<file path="src/rtl/servo_ramp_controller.sv">
// rtl/servo_ramp_controller.sv - two-channel 50 Hz servo PWM with per-frame slew-limited ramping (optional SERVO_ARRIVE_IRQ_EN)
module servo_ramp_controller #(
    parameter int TICK_DIV    = 50,
    parameter int FRAME_TICKS = 20000,
    parameter int MIN_US      = 1000,
    parameter int MAX_US      = 2000,
    parameter int CENTER_US   = 1500
) (
    input  logic        clk,
    input  logic        reset_n,
    input  logic [2:0]  avs_address,
    input  logic        avs_write,
    input  logic [31:0] avs_writedata,
    input  logic        avs_read,
    output logic [31:0] avs_readdata,
    output logic [1:0]  servo_pwm,
    output logic [15:0] servo_pos_0,
    output logic [15:0] servo_pos_1
`ifdef SERVO_ARRIVE_IRQ_EN
    ,
    output logic        irq
`endif
);

    localparam int PW = (TICK_DIV > 1) ? $clog2(TICK_DIV) : 1;
    localparam int TW = (FRAME_TICKS > 1) ? $clog2(FRAME_TICKS) : 1;
    localparam logic [15:0] MIN_V    = 16'(MIN_US);
    localparam logic [15:0] MAX_V    = 16'(MAX_US);
    localparam logic [15:0] CENTER_V = 16'(CENTER_US);

    typedef enum logic {ST_IDLE, ST_MOVING} ch_state_t;

    logic [PW-1:0] prescaler_q, prescaler_d;
    logic [TW-1:0] tick_q, tick_d;
    logic [15:0]   cur_q [2];
    logic [15:0]   cur_d [2];
    logic [15:0]   target_q [2];
    logic [15:0]   target_d [2];
    ch_state_t     state_q [2];
    ch_state_t     state_d [2];
    logic [15:0]   step_q, step_d;
    logic [1:0]    ctrl_q, ctrl_d;
    logic [1:0]    run_q, run_d;
    logic [1:0]    pwm_q, pwm_d;
    logic [31:0]   rdata_q, rdata_d;

    logic          boundary;
    logic          wr_step, wr_ctrl, wr_status;
    logic          arrive_set;
    logic          irq_en_rd, arrive_rd;
    logic [1:0]    moving;
    logic          unused_bits;

`ifdef SERVO_ARRIVE_IRQ_EN
    logic irq_en_q, irq_en_d;
    logic arrive_q, arrive_d;
    assign irq_en_rd   = irq_en_q;
    assign arrive_rd   = arrive_q;
    assign irq         = arrive_q & irq_en_q;
    assign unused_bits = ^avs_writedata[31:16];
`else
    assign irq_en_rd   = 1'b0;
    assign arrive_rd   = 1'b0;
    assign unused_bits = ^{avs_writedata[31:16], arrive_set};
`endif

    function automatic logic [15:0] clamp_us(input logic [15:0] v);
        if (v < MIN_V) return MIN_V;
        if (v > MAX_V) return MAX_V;
        return v;
    endfunction

    // One frame's worth of movement: jump when STEP is 0 or the gap fits in one step
    function automatic logic [15:0] ramp(input logic [15:0] cur, input logic [15:0] tgt,
                                         input logic [15:0] stp);
        logic signed [16:0] diff;
        logic [16:0]        mag;
        diff = $signed({1'b0, tgt}) - $signed({1'b0, cur});
        mag  = diff[16] ? $unsigned(-diff) : $unsigned(diff);
        if ((stp == 16'd0) || (mag <= {1'b0, stp})) return tgt;
        if (diff[16]) return cur - stp;
        return cur + stp;
    endfunction

    assign wr_step   = avs_write && (avs_address == 3'd2);
    assign wr_ctrl   = avs_write && (avs_address == 3'd3);
    assign wr_status = avs_write && (avs_address == 3'd4);
    assign moving    = {state_q[1] == ST_MOVING, state_q[0] == ST_MOVING};

    assign avs_readdata = rdata_q;
    assign servo_pwm    = pwm_q;
    assign servo_pos_0  = cur_q[0];
    assign servo_pos_1  = cur_q[1];

    // Next-state: timebase, register writes, frame-boundary ramp, channel FSMs, PWM and readback
    always_comb begin
        prescaler_d = prescaler_q;
        tick_d      = tick_q;
        cur_d       = cur_q;
        target_d    = target_q;
        state_d     = state_q;
        step_d      = step_q;
        ctrl_d      = ctrl_q;
        run_d       = run_q;
        pwm_d       = '0;
        rdata_d     = rdata_q;
        arrive_set  = 1'b0;

        boundary = (prescaler_q == '0) && (tick_q == '0);
        if (prescaler_q == PW'(TICK_DIV - 1)) begin
            prescaler_d = '0;
            tick_d      = (tick_q == TW'(FRAME_TICKS - 1)) ? '0 : tick_q + 1'b1;
        end else begin
            prescaler_d = prescaler_q + 1'b1;
        end

        if (wr_step) step_d = avs_writedata[15:0];
        if (wr_ctrl) ctrl_d = avs_writedata[1:0];

        for (int n = 0; n < 2; n++) begin
            logic        wr_tgt;
            logic        kill;
            logic [15:0] nxt;
            logic [15:0] tgt_new;
            wr_tgt  = avs_write && (avs_address == 3'(n));
            kill    = wr_ctrl && !avs_writedata[n];
            nxt     = ramp(cur_q[n], target_q[n], step_q);
            tgt_new = clamp_us(avs_writedata[15:0]);

            // Boundary sees the pre-write target/STEP because writes land in target_d only
            if (boundary && ctrl_q[n]) cur_d[n] = nxt;
            if (wr_tgt) target_d[n] = tgt_new;

            if (wr_tgt && (tgt_new != cur_q[n])) begin
                state_d[n] = ST_MOVING;
            end else if (boundary && ctrl_q[n] && (state_q[n] == ST_MOVING) && (nxt == target_q[n])) begin
                state_d[n] = ST_IDLE;
                arrive_set = 1'b1;
            end

            // A channel only drives pulses for frames it was enabled at the start of
            run_d[n] = (boundary ? ctrl_q[n] : run_q[n]) && !kill;
            pwm_d[n] = run_d[n] && (16'(tick_q) < cur_d[n]);
        end

        if (avs_read) begin
            case (avs_address)
                3'd0:    rdata_d = {16'd0, target_q[0]};
                3'd1:    rdata_d = {16'd0, target_q[1]};
                3'd2:    rdata_d = {16'd0, step_q};
                3'd3:    rdata_d = {29'd0, irq_en_rd, ctrl_q};
                3'd4:    rdata_d = {29'd0, arrive_rd, moving};
                default: rdata_d = 32'd0;
            endcase
        end
    end

`ifdef SERVO_ARRIVE_IRQ_EN
    // Arrive flag: software clear, boundary arrival wins a same-cycle clear
    always_comb begin
        irq_en_d = wr_ctrl ? avs_writedata[2] : irq_en_q;
        arrive_d = arrive_q;
        if (wr_status && avs_writedata[2]) arrive_d = 1'b0;
        if (arrive_set) arrive_d = 1'b1;
    end

    // Interrupt state registers
    always_ff @(posedge clk or negedge reset_n) begin
        if (!reset_n) begin
            irq_en_q <= 1'b0;
            arrive_q <= 1'b0;
        end else begin
            irq_en_q <= irq_en_d;
            arrive_q <= arrive_d;
        end
    end
`endif

    // Main state registers
    always_ff @(posedge clk or negedge reset_n) begin
        if (!reset_n) begin
            prescaler_q <= '0;
            tick_q      <= '0;
            for (int n = 0; n < 2; n++) begin
                cur_q[n]    <= CENTER_V;
                target_q[n] <= CENTER_V;
                state_q[n]  <= ST_IDLE;
            end
            step_q  <= '0;
            ctrl_q  <= '0;
            run_q   <= '0;
            pwm_q   <= '0;
            rdata_q <= '0;
        end else begin
            prescaler_q <= prescaler_d;
            tick_q      <= tick_d;
            cur_q       <= cur_d;
            target_q    <= target_d;
            state_q     <= state_d;
            step_q      <= step_d;
            ctrl_q      <= ctrl_d;
            run_q       <= run_d;
            pwm_q       <= pwm_d;
            rdata_q     <= rdata_d;
        end
    end

endmodule

</file>
<file path="config.mk">
export PLATFORM = sky130hd
export DESIGN_NAME = servo_ramp_controller
export DESIGN_NICKNAME = d
export VERILOG_FILES = /design/src/rtl/servo_ramp_controller.sv
export SDC_FILE = /design/constraint.sdc
export NUM_CORES = 1
export LEC_CHECK = 0
export CAP_MARGIN = 10
export CORE_MARGIN = 8
export CORE_UTILIZATION = 52
export DETAILED_ROUTE_END_ITERATION = 10
export PLACE_DENSITY = 0.72
export RECOVER_POWER = 50
export SLEW_MARGIN = 15
export SYNTH_ARGS = -nofsm -noshare
export SYNTH_HDL_FRONTEND = slang
export SYNTH_SLANG_ARGS = --single-unit
</file>
<file path="constraint.sdc">
create_clock -name clk -period 8 [get_ports clk]
set_clock_uncertainty 0.1 [all_clocks]
set_input_delay 1.6 -clock clk [delete_from_list [all_inputs] [get_ports clk]]
set_output_delay 1.6 -clock clk [all_outputs]
set_load 0.01 [all_outputs]
</file>
Word level (Yosys, flattened, before mapping):

Cells that the tools add are included.

* register bits after elaboration: 141
* input bits: 39
* output and inout port bits: 66
* logic and storage cells: 104

* add/subtract/negate cells: 10
* magnitude comparators: 6
* equality and inequality tests: 10
* muxes and demuxes: 34
* reduce and logical (&&, ||, !) cells: 31

Operators with widths (count)
* $mux W16: 14
* $pmux W16 S5: 1
* $le A17 B16 Y1: 2
* $mux W17: 2
* $neg A17 Y17: 2
* $sub A16 B16 Y17: 2
* $add A16 B16 Y16: 2
* $eq A16 B16 Y1: 2
* $lt A15 B16 Y1: 2
* $ne A16 B16 Y1: 2
* $sub A16 B16 Y16: 2
* $logic_and A1 B1 Y1: 19
* $gt A16 B11 Y1 const B: 1
* $logic_not A16 Y1: 1
* $lt A16 B10 Y1 const B: 1
* $add A15 B1 Y15 const B: 1
* $eq A15 B15 Y1 const B: 1
* $logic_not A15 Y1: 1
* $mux W1: 15
* $mux W15: 1
* $add A6 B1 Y6 const B: 1
* $eq A3 B2 Y1 const B: 2
* $eq A6 B6 Y1 const B: 1
* $logic_not A6 Y1: 1
* other kinds (7): 12

Logic depth before layout (Yosys ltp):

Gate-level depths: netlist of the first run.

* depth after elaboration: 13
* mapped depth: 35
* gate-level depth less buffers: 34

Worst setup path before layout of the first run:

No wires, ideal clock.

* path type: flip-flop to flip-flop
* start: register cur_q (netlist bit servo_pos_0[7])
* end: register pwm_q[0], in the netlist servo_pwm[0]
* setup time: 0.078 ns
* data arrival time: 6.126 ns
* data required time: 7.822 ns
* slack: 1.696 ns
* cell stages (with the launch flop): 32
* buffers on the path: 2
* period minus slack after synthesis: 6.304 ns
* cells stage by stage: dfstp_2 > inv_1 > ha_1 > buf_2 > and3_1 > a211o_1 > a21oi_2 > a31oi_1 > a21o_1 > a21oi_1 > clkbuf_1 > nor2_1 > xnor2_1 > ha_1 > nor2b_1 > o21a_1 > o21ai_1 > a21oi_1 > o21a_1 > o221a_2 > and4b_1 > or4_1 > mux2i_1 > o21a_1 > ha_1 > o211ai_1 > nor2_1 > nand3_1 > nor2_1 > a211oi_1 > o31ai_1 > a21boi_1

* longest elaborated chain between the ends: 10
* elaborated cells on any way between the ends: 16
* those cells by class: add/sub (4); order compare (2); mux (8); reduce/logical (2)

Ends and longest elaborated chain
* start: declaration: line 35 `logic [15:0] cur_q [2];`
* start signal: assignment: line 197 `cur_q <= cur_d;`
* $sub A16 B16 Y17: line 78 `diff = $signed({1'b0, tgt}) - $signed({1'b0, cur});`
* $neg A17 Y17: line 79 `mag = diff[16] ? $unsigned(-diff) : $unsigned(diff);`
* $mux W17: line 79
* $le A17 B16 Y1: line 80 `if ((stp == 16'd0) || (mag <= {1'b0, stp})) return tgt;`
* $logic_or A1 B1 Y1: line 80
* $mux W1: line 80
* $mux W16: line 81 `if (diff[16]) return cur - stp;`
* $mux W16 *: line 131 `if (boundary && ctrl_q[n]) cur_d[n] = nxt;`
* $lt A15 B16 Y1 *: line 143 `pwm_d[n] = run_d[n] && (16'(tick_q) < cur_d[n]);`
* $logic_and A1 B1 Y1 *: line 143
* via pwm_d[0]: line 44 `logic [1:0] pwm_q, pwm_d;`
* end signal: assignment: line 203 `pwm_q <= pwm_d;`
* end: declaration: line 44

Mark *: on every way through the listed nets, which the timed path passes. The rest lies on a longest branch. The select of a mux whose other input is x is not followed.
A chain may end at the register's enable or synchronous reset.

Worst setup path after layout of the first run:

* start: register cur_q (netlist bit servo_pos_1[7])
* end: register pwm_q[1], in the netlist servo_pwm[1]

Same word-level chain as after synthesis.

==> results of run 1 <==
-- metal layers --
layer / vias to the layer above / GRT usage / part of all wire
met3: 114 / 0.0614 / 0.083
met2: 519 / 0.454 / 0.44
met5: - / 0 / 0.00029
li1: 5856 / - / -
met1: 5902 / 0.371 / 0.42
met4: 2 / 0.148 / 0.055
-- cell families (layout without fill, tap and decap cells) --
group,count (synthesis),after routing,share of synthesized area
compound gates,432,432,0.221
xor+xnor,155,155,0.107
fa+ha+maj,135,135,0.131
buf+inv,173,229,0.0575
flops,125,125,0.242
mux,57,57,0.0456
other cells,1,16,0.000287
simple gates,534,534,0.196
-- per-stage QoR --
step | hold slack [ps] | utilization | cell area, um^2 | instances | total power [uW]
3_5_place_dp | 404 | 0.565 | 14100 | 1981 | 2810
4_1_cts | 417 | 0.590 | 14700 | 2013 | 3650
3_3_place_gp | 398 | 0.565 | 14100 | 1981 | 2780
5_1_grt | 438 | 0.589 | 14700 | 2013 | 3900
2_1_floorplan | 368 | - | 13100 | 1627 | 2320
6_report | 420 | 0.589 | 14700 | 2013 | 3690
-- cells in the mapped netlist, drive strengths merged (8+ instances only) --
cell and count:
a2111oi 10, a211oi 13, a21o 59, a21oi 113, a31oi 21, and2 20
and3 14, buf 29, clkbuf 42, dfrtp 97, dfstp 28, ha 130
inv 99, mux2i 49, nand2 158, nand2b 18, nand3 33, nand4 31
nor2 152, nor2b 16, nor3 29, nor4 17, o2111ai 8, o211ai 10
o21a 20, o21ai 102, o22ai 16, o31ai 12, or3 17, xnor2 112
xor2 41
-- cell type report --
cell class / count / area (um^2) / area share
multi-input cells: 1329 / 9210 / 0.628
inverters: 102 / 383 / 0.0261
flip-flops and latches: 125 / 3160 / 0.216
clock inverters: 15 / 191 / 0.0130
repair buffers: 95 / 881 / 0.0600
clock buffers: 17 / 425 / 0.0290
well taps: 330 / 413 / 0.0281
-- flip-flops by register name, summed over array words and instances (netlist names) --
name,cells
target_q,32
avs_readdata,16
servo_pos_0,16
servo_pos_1,16
step_q,16
tick_q,15
prescaler_q,6
ctrl_q,2
moving,2
run_q,2
servo_pwm,2
-- repair_timing --
| item | 4_1_cts | 5_1_grt |
|---|---|---|
| buffers inserted | 0 | 0 |
| gates resized for setup | 0 | 4 |
| hold buffers | 0 | 0 |
| endpoints found under the setup margin | 0 | 2 |
-- worst max-delay path: cells and delay by family, from the launching register on --
family	cells	cell delay, ps
mux	1	170
flops	1	670
simple gates	7	1020
compound gates	16	3770
fa+ha+maj	3	1260
buf+inv	2	280
-- power groups by stage --
stage,Sequential [uW],Combinational [uW],Clock [uW]
final,754,2110,826
after global routing,757,2290,853
after CTS,751,2070,829
after detailed placement,762,2040,0
after global placement,760,2020,0
after floorplan,728,1590,0
-- final timing paths --
kind	startpoint	endpoint	slack, ps	cells after the start
setup / recovery	servo_pos_1[7]	servo_pwm[1]	600	29
hold / removal	avs_readdata[1]	avs_readdata[1]	420	1
setup reg to reg	servo_pos_1[7]	servo_pwm[1]	600	29
hold reg to reg	avs_readdata[1]	avs_readdata[1]	420	1
max in group asynchronous	reset_n	servo_pos_1[13]	2450	2
min in group asynchronous	reset_n	servo_pos_0[14]	2250	1
==> impl_results.md, run 1 <==
* Commonest non-fill, non-tap cell in the layout: nand2_1
* DRC Markers at 0
* Main area contributors after synthesis: dfrtp_1 19%, ha_1 12%, xnor2_1 7.5%
* Switching share of power at 0.461
* Max-slew headroom at -1.33
* Vias in the first global route at 12000
* Outcome: finished, violations left
* Library cells used by synthesis at 95
* Final worst-path cycle share at 0.925
* Crit. End Element: register
* Pwr dens at 251 nW/um^2
* Critical path's slowest cell: dfstp_2
* Root Driver: clkbuf_16
* Detailed Route WL at 44600 um
* Worst hold path class: register to register
* Final worst setup slack at 600 ps
* Number of synthesized flops with an enable pin at 0
* Slowest Stage Delay on Critical Path at 670 ps
* Sink Count at 125
* H-tree levels at 4
* Maxcap violations at 2
* Mapped Area at 13100 um^2
* Slew @ Worst Pin at 3500 ps
* Peak VDD IR at 0.169 mV
* Filler instances at 2297
* WP data required at 8250 ps
* Flops & latches, synth at 125
* Clock slew at reported path FFs at 70 ps
* Place WS at 378 ps
* Height of the chip at 174 um
* Worst skew pair latency at 450 ps
* First-pass GRT wire length at 69000 um
* Core area at 24900 um^2
* Detailed placer's ending HPWL at 35400 um
* Slew Limit Fails at 128
* DR WL/cell at 22.2 um
* Yosys warnings at 0
* Chip Width at 174 um
* Sequential Power Share at 0.204
* Mean Syn Cell Area at 8.10 um^2
* CP Class: register to register
* # rows at 58
* CP Launch Type: register
* Overflow after GRT at 0
* Switch Pwr at 1700 uW
* GP Congestion at 1.01
* ANT nets after route at 0
* Clk pwr share at 0.224
* Vias per cell at 6.16
* Synth area leader: dfrtp_1
* 1st-iter DRT viols at 1260
* IO buf count at 72
* Initial antenna violation count at 1
* Final setup violation count at 0
* Total negative slack at 0 ps
* Main flop type after synthesis: dfrtp_1
* Syn-to-layout area delta at 12.3%
* Top-area cell type share of the netlist area at 0.186
* Max Fclk at 135 MHz
* Final hold violation count at 0
* Vias at 12400
* Comb power frac at 0.572
* Leak Pwr at 0.00667 uW
* Largest net degree at the start of global routing at 69
* Register area share after synthesis at 0.242
* CTS tree: yes
* Tmin final at 7400 ps
* Drt pass-1 iters at 7
* Share of cells above drive strength 1 at 0.0772
* Starting Density at 0.525
* Total track usage at 0.290
* Antenna cells at 0
* Clock tree buffer depth at 2
* Asr flop ratio synth at 1.00
* Crit-path max FO at 16
* Power Internal at 1990 uW
* CP Data Arrival Time at 7650 ps
* Layout Nets at 1843
* CTS buffer count at 17
* I/O pin count at 105
* Violated checks: capacitance limit, slew limit
* Die area at 30400 um^2
* Most frequent cells in the layout: 157 x nand2_1, 150 x nor2_1, 130 x ha_1, 112 x xnor2_1, 108 x a21oi_1
* Cells after synthesis at 1612
* RSZ-0062 raised after global routing: false
Power figures use the tool's default switching activity.
==> inputs of run 2 (changes only) <==
Settings changed: CORE_MARGIN 8 to not set, CORE_UTILIZATION 52 to 30, PLACE_DENSITY 0.72 to 0.46.
==> run 2 against run 1 <==
  * The run still ends with capacitance limit, slew limit left
  * Combinational power grew 4%
  * First-iteration DRC count decreased by 42%
  * Clock-buffer cell count grew 4
  * Critical endpoint unchanged
  * Largest cell class unchanged
==> impl_results.md, run 2 (same netlist as run 1, synthesis figures left out) <==
* Worst skew pair latency at 460 ps (about the same)
* Share of cells above drive strength 1 at 0.0847 (+0.00746)
* Final worst-path cycle share at 0.931 (+0.00608)
* Detailed Route WL at 50200 um (+12%)
* 1st-iter DRT viols at 737 (-42%)
* Placed cell areas at 14500 um^2 (+3.4%)
* Detailed placer's ending HPWL at 40500 um (+14%)
* Syn-to-layout area delta at 16.0%
* Die area at 44400 um^2 (+46%)
* Peak VDD IR at 0.123 mV (-27%)
* Leak Pwr at 0.00676 uW (+1.4%)
* First-pass GRT wire length at 75400 um (+9.2%)
* Total negative slack at 0 ps (unchanged)
* CTS tree: yes
* Total track usage at 0.231 (-0.0591)
* Chip Width at 211 um (+21%)
* Height of the chip at 211 um (+21%)
* Core area at 43000 um^2 (+73%)
* GP Congestion at 0.936 (-7.4%)
* Setup Fix Bufs, Post-CTS at 0 (unchanged)
* Met3 usage at 0.0223 (-0.0391)
* Worst flop-to-flop path startpoint: servo_pos_1[2]
* CP Data Arrival Time at 7720 ps (+70 ps)
* Final hold violation count at 0 (unchanged)
* Slew @ Worst Pin at 4360 ps (+862 ps)
* Final setup violation count at 0 (unchanged)
* Vias in the first global route at 11700 (-2.7%)
* DR WL/cell at 21.9 um (-1.0%)
* CP Class: register to register
* Filler instances at 4586 (+100%)
* Core Util, Final at 0.353 (-0.237)
* Commonest non-fill, non-tap cell in the layout: nand2_1
* I/O pin count at 105 (unchanged)
* Clock tree buffer depth at 2 (unchanged)
* RSZ-0062 raised after global routing: false
* # rows at 76 (+31%)
* CP Launch Type: register
* Maxcap violations at 2 (unchanged)
* Largest register FFs at 32 (unchanged)
* Final worst setup slack at 551 ps (-48.6 ps)
* Layout Nets at 1861 (+0.98%)
* Starting Density at 0.304 (-0.221)
* Crit-path max FO at 10 (-6)
* Max Fclk at 134 MHz (-0.65%)
* Overflow after GRT at 0 (unchanged)
* Initial antenna violation count at 0 (-1)
* Crit. End Element: register
* Largest Register: target_q
* Pwr dens at 251 nW/um^2 (about the same)
* Vias per cell at 5.34 (-13%)
* Vias at 12200 (-1.4%)
* Violated checks: capacitance limit, slew limit
* Drt pass-1 iters at 5 (-2)
* WP data required at 8270 ps (+20 ps)
* Cell depth of the worst flop-to-flop path at 27 (-6.9%)
* DRC Markers at 0 (unchanged)
* Place WS at 448 ps (+69.3 ps)
* Min-delay src: target_q[3]
* Multi-input combinational cell area at 9220 um^2 (about the same)
* Max-slew headroom at -1.91 (-0.575)
* Grt met1 use at 0.319 (-0.0527)
* Most frequent cells in the layout: 158 x nand2_1, 150 x nor2_1, 130 x ha_1, 112 x xnor2_1, 108 x a21oi_1
* Largest net degree at the start of global routing at 67 (-2.9%)
* Hold Slack at 421 ps (+1.06 ps)
* Slew Limit Fails at 128 (unchanged)
* Outcome: finished, violations left
* Hold path depth at 2 (+1)
* Tmin final at 7450 ps (+48.6 ps)
* Fin area at 15200 um^2 (+3.3%)
* Critical path startpoint: servo_pos_1[2]
* GR peak layer: met2
* GRT met2 Usage at 0.371 (-0.0827)
* Worst hold path class: register to register
* H-tree levels at 4 (unchanged)
* Sink Count at 125 (unchanged)
* Clock slew at reported path FFs at 60 ps (about the same)
* CTS buffer count at 17 (unchanged)
* Register area at 3160 um^2 (unchanged)
* IO buf count at 72 (unchanged)
* ANT nets after route at 0 (unchanged)
* Root Driver: clkbuf_16
run 2: cell count changes in the layout (fill, tap and decap cells not counted), moves of 2 or more:
cell,previous run,this run
buf_4,21,38
clkinv_8,6,0
inv_8,6,0
bufinv_16,0,4
clkbuf_1,2,4
clkbuf_8,0,2
clkinv_2,0,2
clkinvlp_4,0,2
inv_6,3,1
run 2: repair_timing:
item,in CTS,in global routing
hold buffers,0,0
gates resized for setup,0,2
setup endpoints to repair,0,1
run 2: area by class of cell:
class	count	area share
clock buffers	21	0.0304
inverters	102	0.0253
well taps	585	0.0483
clock inverters	10	0.0107
multi-input cells	1329	0.609
repair buffers	113	0.0679
diodes	1	0.000165
flip-flops and latches	125	0.209
run 2: power breakdown:
part           leakage [uW]  switching [uW]  internal (uW)
clock network      0.000300             326            536
registers           0.00158            77.2            682
logic               0.00489            1260            921
total               0.00676            1670           2140
run 2: layer usage:
metal	part of all wire	wire, um
met1	0.47	23400
met2	0.47	23400
met3	0.035	1740
met4	0.032	1590
met5	0	0
run 2: final timing paths:
kind                                        end  slack, ps
worst max-delay path               servo_pwm[1]        550
worst min-delay path                target_q[3]        420
worst max register to register     servo_pwm[1]        550
worst min register to register      target_q[3]        420
max in group asynchronous       servo_pos_1[12]       1910
min in group asynchronous          target_q[27]       2570
run 2: critical path, cell delays in order, from the launching register on:
cell,delay (ps)
dfstp_2,640
inv_1,130
ha_1,390
nand2b_1,180
a211oi_2,110
buf_4,160
or3_1,340
a221oi_1,470
nand2b_1,90
and4bb_1,400
nor2_1,90
xnor2_1,160
ha_1,320
nand2_1,70
nor4_1,390
o31ai_1,150
o2111ai_1,140
o311a_1,320
a31o_2,410
buf_4,240
mux2_1,330
mux2i_1,240
ha_1,300
a2111oi_0,390
o211ai_1,160
a221oi_1,320
o21ai_1,120
a31oi_1,210
run 2: per-stage QoR:
stage | power (uW) | cells
after floorplan | 2320 | 1627
after global placement | 2900 | 2254
after detailed placement | 2910 | 2254
after CTS | 3790 | 2285
after global routing | 4050 | 2285
final | 3810 | 2286
==> inputs of run 3 (changes only) <==
Settings changed: PLACE_DENSITY 0.46 to not set.
==> run 3 against run 2 <==
  * The run still ends with capacitance limit, slew limit left
  * Worst setup slack got worse by 58 ps
  * Die area stayed put
  * Final area decreased by 0.88%
  * Non-clock buffer count down 8
  * Critical endpoint unchanged
  * Largest cell class unchanged
==> impl_results.md, run 3 (same netlist as run 1, synthesis figures left out) <==
* Violated checks: capacitance limit, slew limit
* First-pass GRT wire length at 70300 um (-6.7%)
* # rows at 76 (unchanged)
* Final worst-path cycle share at 0.938 (+0.00725)
* Crit-path max FO at 7 (-3)
* Worst hold path class: register to register
* Crit. End Element: register
* RSZ-0062 raised after global routing: false
* Maxcap violations at 1 (-1)
* Slowest Stage Delay on Critical Path at 440 ps (-200 ps)
* Hold Slack at 415 ps (-6.41 ps)
* Vias per cell at 5.40 (+0.96%)
* CP Launch Type: register
* CTS buffer count at 17 (unchanged)
* Core area at 43000 um^2 (unchanged)
* Sink Count at 125 (unchanged)
* Hold-fix buffers at CTS at 0 (unchanged)
* Largest register FFs at 32 (unchanged)
* Sequential Power Share at 0.205 (+0.006)
* CP Class: register to register
* Commonest non-fill, non-tap cell in the layout: nand2_1
* Fin area at 15000 um^2 (-0.88%)
* WP data required at 8270 ps (about the same)
* Detailed Route WL at 46600 um (-7.1%)
* Clock tree buffer depth at 2 (unchanged)
* Syn-to-layout area delta at 15.0%
* Root Driver: clkbuf_16
* Die area at 44400 um^2 (unchanged)
* Outcome: finished, violations left
* Vias in the first global route at 11700 (-0.077%)
* Starting Density at 0.304 (unchanged)
* CP Data Arrival Time at 7770 ps (+50 ps)
* Max Fclk at 133 MHz (-0.77%)
* Slew Limit Fails at 71 (-45%)
* CP delay by family, top: compound AO/OA/AOI/OAI gates
* Core Util, Final at 0.349 (-0.00311)
* Worst skew pair latency at 450 ps (about the same)
* WP buf/inv at 3 (unchanged)
* DRC Markers at 0 (unchanged)
* Most frequent cells in the layout: 158 x nand2_1, 150 x nor2_1, 130 x ha_1, 112 x xnor2_1, 108 x a21oi_1
* Comb power frac at 0.580 (+0.006)
* Power Internal at 2020 uW (-5.5%)
* 1st-iter DRT viols at 995 (+35%)
* Largest Register: target_q
* Final setup violation count at 0 (unchanged)
* Tmin final at 7510 ps (+58.0 ps)
* GP Congestion at 0.969 (+3.5%)
* Antenna cells at 0 (-1)
* Placed cell areas at 14500 um^2 (-0.46%)
* Final hold violation count at 0 (unchanged)
* Chip Width at 211 um (unchanged)
* Switching share of power at 0.453 (+0.0150)
* Leak Pwr at 0.00668 uW (-1.2%)
* Final Non-Filler Cells at 2278 (-0.35%)
* ANT nets after route at 0 (unchanged)
* Layout Nets at 1853 (-0.43%)
* Total negative slack at 0 ps (unchanged)
* H-tree levels at 4 (unchanged)
* Drt pass-1 iters at 5 (unchanged)
* Switch Pwr at 1670 uW (+0.37%)
* Clock slew at reported path FFs at 70 ps (about the same)
* Critical path's slowest cell: fa_1
* Peak VDD IR at 0.181 mV (+47%)
* I/O pin count at 105 (unchanged)
* Pwr dens at 246 nW/um^2 (-2.1%)
* Filler instances at 4561 (-0.55%)
* CTS tree: yes
* Height of the chip at 211 um (unchanged)
* CP most frequent cell: ha_1
* Max-slew headroom at -1.92 (-0.0147)
* Largest net degree at the start of global routing at 71 (+6.0%)
* Overflow after GRT at 0 (unchanged)
* Detailed placer's ending HPWL at 37500 um (-7.3%)
* Clk pwr share at 0.215 (-0.011)
* IO buf count at 72 (unchanged)
* Total track usage at 0.210 (-0.0205)
* Vias at 12300 (+0.61%)
* Initial antenna violation count at 0 (unchanged)
* DR WL/cell at 20.4 um (-6.8%)
* Slew @ Worst Pin at 4380 ps (+22.0 ps)
* Dpl cells at 2246 (-0.35%)
* Share of cells above drive strength 1 at 0.0797 (-0.00497)
-- run 3: final cells by class --
class / instances / area (um^2) / share of cell area
Clock buffer: 17 / 425 / 0.0283
Clock inverter: 15 / 150 / 0.0100
Inverter: 102 / 383 / 0.0255
Multi-Input combinational cell: 1329 / 9210 / 0.613
Sequential cell: 125 / 3160 / 0.211
Tap cell: 585 / 732 / 0.0487
Timing Repair Buffer: 105 / 961 / 0.0640
-- run 3: path summary, 6_finish.rpt --
kind                                      start               end  slack [ps]  cells after the start
max in group asynchronous               reset_n  avs_readdata[14]        2060                      2
worst max-delay path                target_q[0]      servo_pwm[1]         490                     31
worst min register to register  avs_readdata[1]   avs_readdata[1]         410                      1
worst max register to register      target_q[0]      servo_pwm[1]         490                     31
min in group asynchronous               reset_n   servo_pos_0[14]        2580                      1
worst min-delay path            avs_readdata[1]   avs_readdata[1]         410                      1
-- run 3: repair_timing --
| item | CTS | global route |
|---|---|---|
| gates resized for setup | 0 | 1 |
| setup buffers | 0 | 0 |
| setup endpoints to repair | 0 | 1 |
-- run 3: metrics by stage --
step                      total power, uW  worst slack (ps)
after global routing                 3910              48.3
final                                3690               493
after detailed placement             2860               644
after CTS                            3670               502
after floorplan                      2320              1700
after global placement               2830               731
-- run 3: per-layer routing --
metal,up-vias,part of all wire,wire length [um],global-route usage
li1,5883,-,-,-
met1,5933,0.45,21100,0.285
met2,406,0.45,21000,0.334
met3,69,0.056,2630,0.0308
met4,0,0.038,1770,0.0857
met5,-,0,0,0
-- run 3: power by group through the flow --
stage	logic (uW)	clock network, uW	registers (uW)
after global placement	2070	0	762
final	2140	795	756
after detailed placement	2090	0	763
after CTS	2110	808	752
after floorplan	1590	0	728
after global routing	2320	834	759
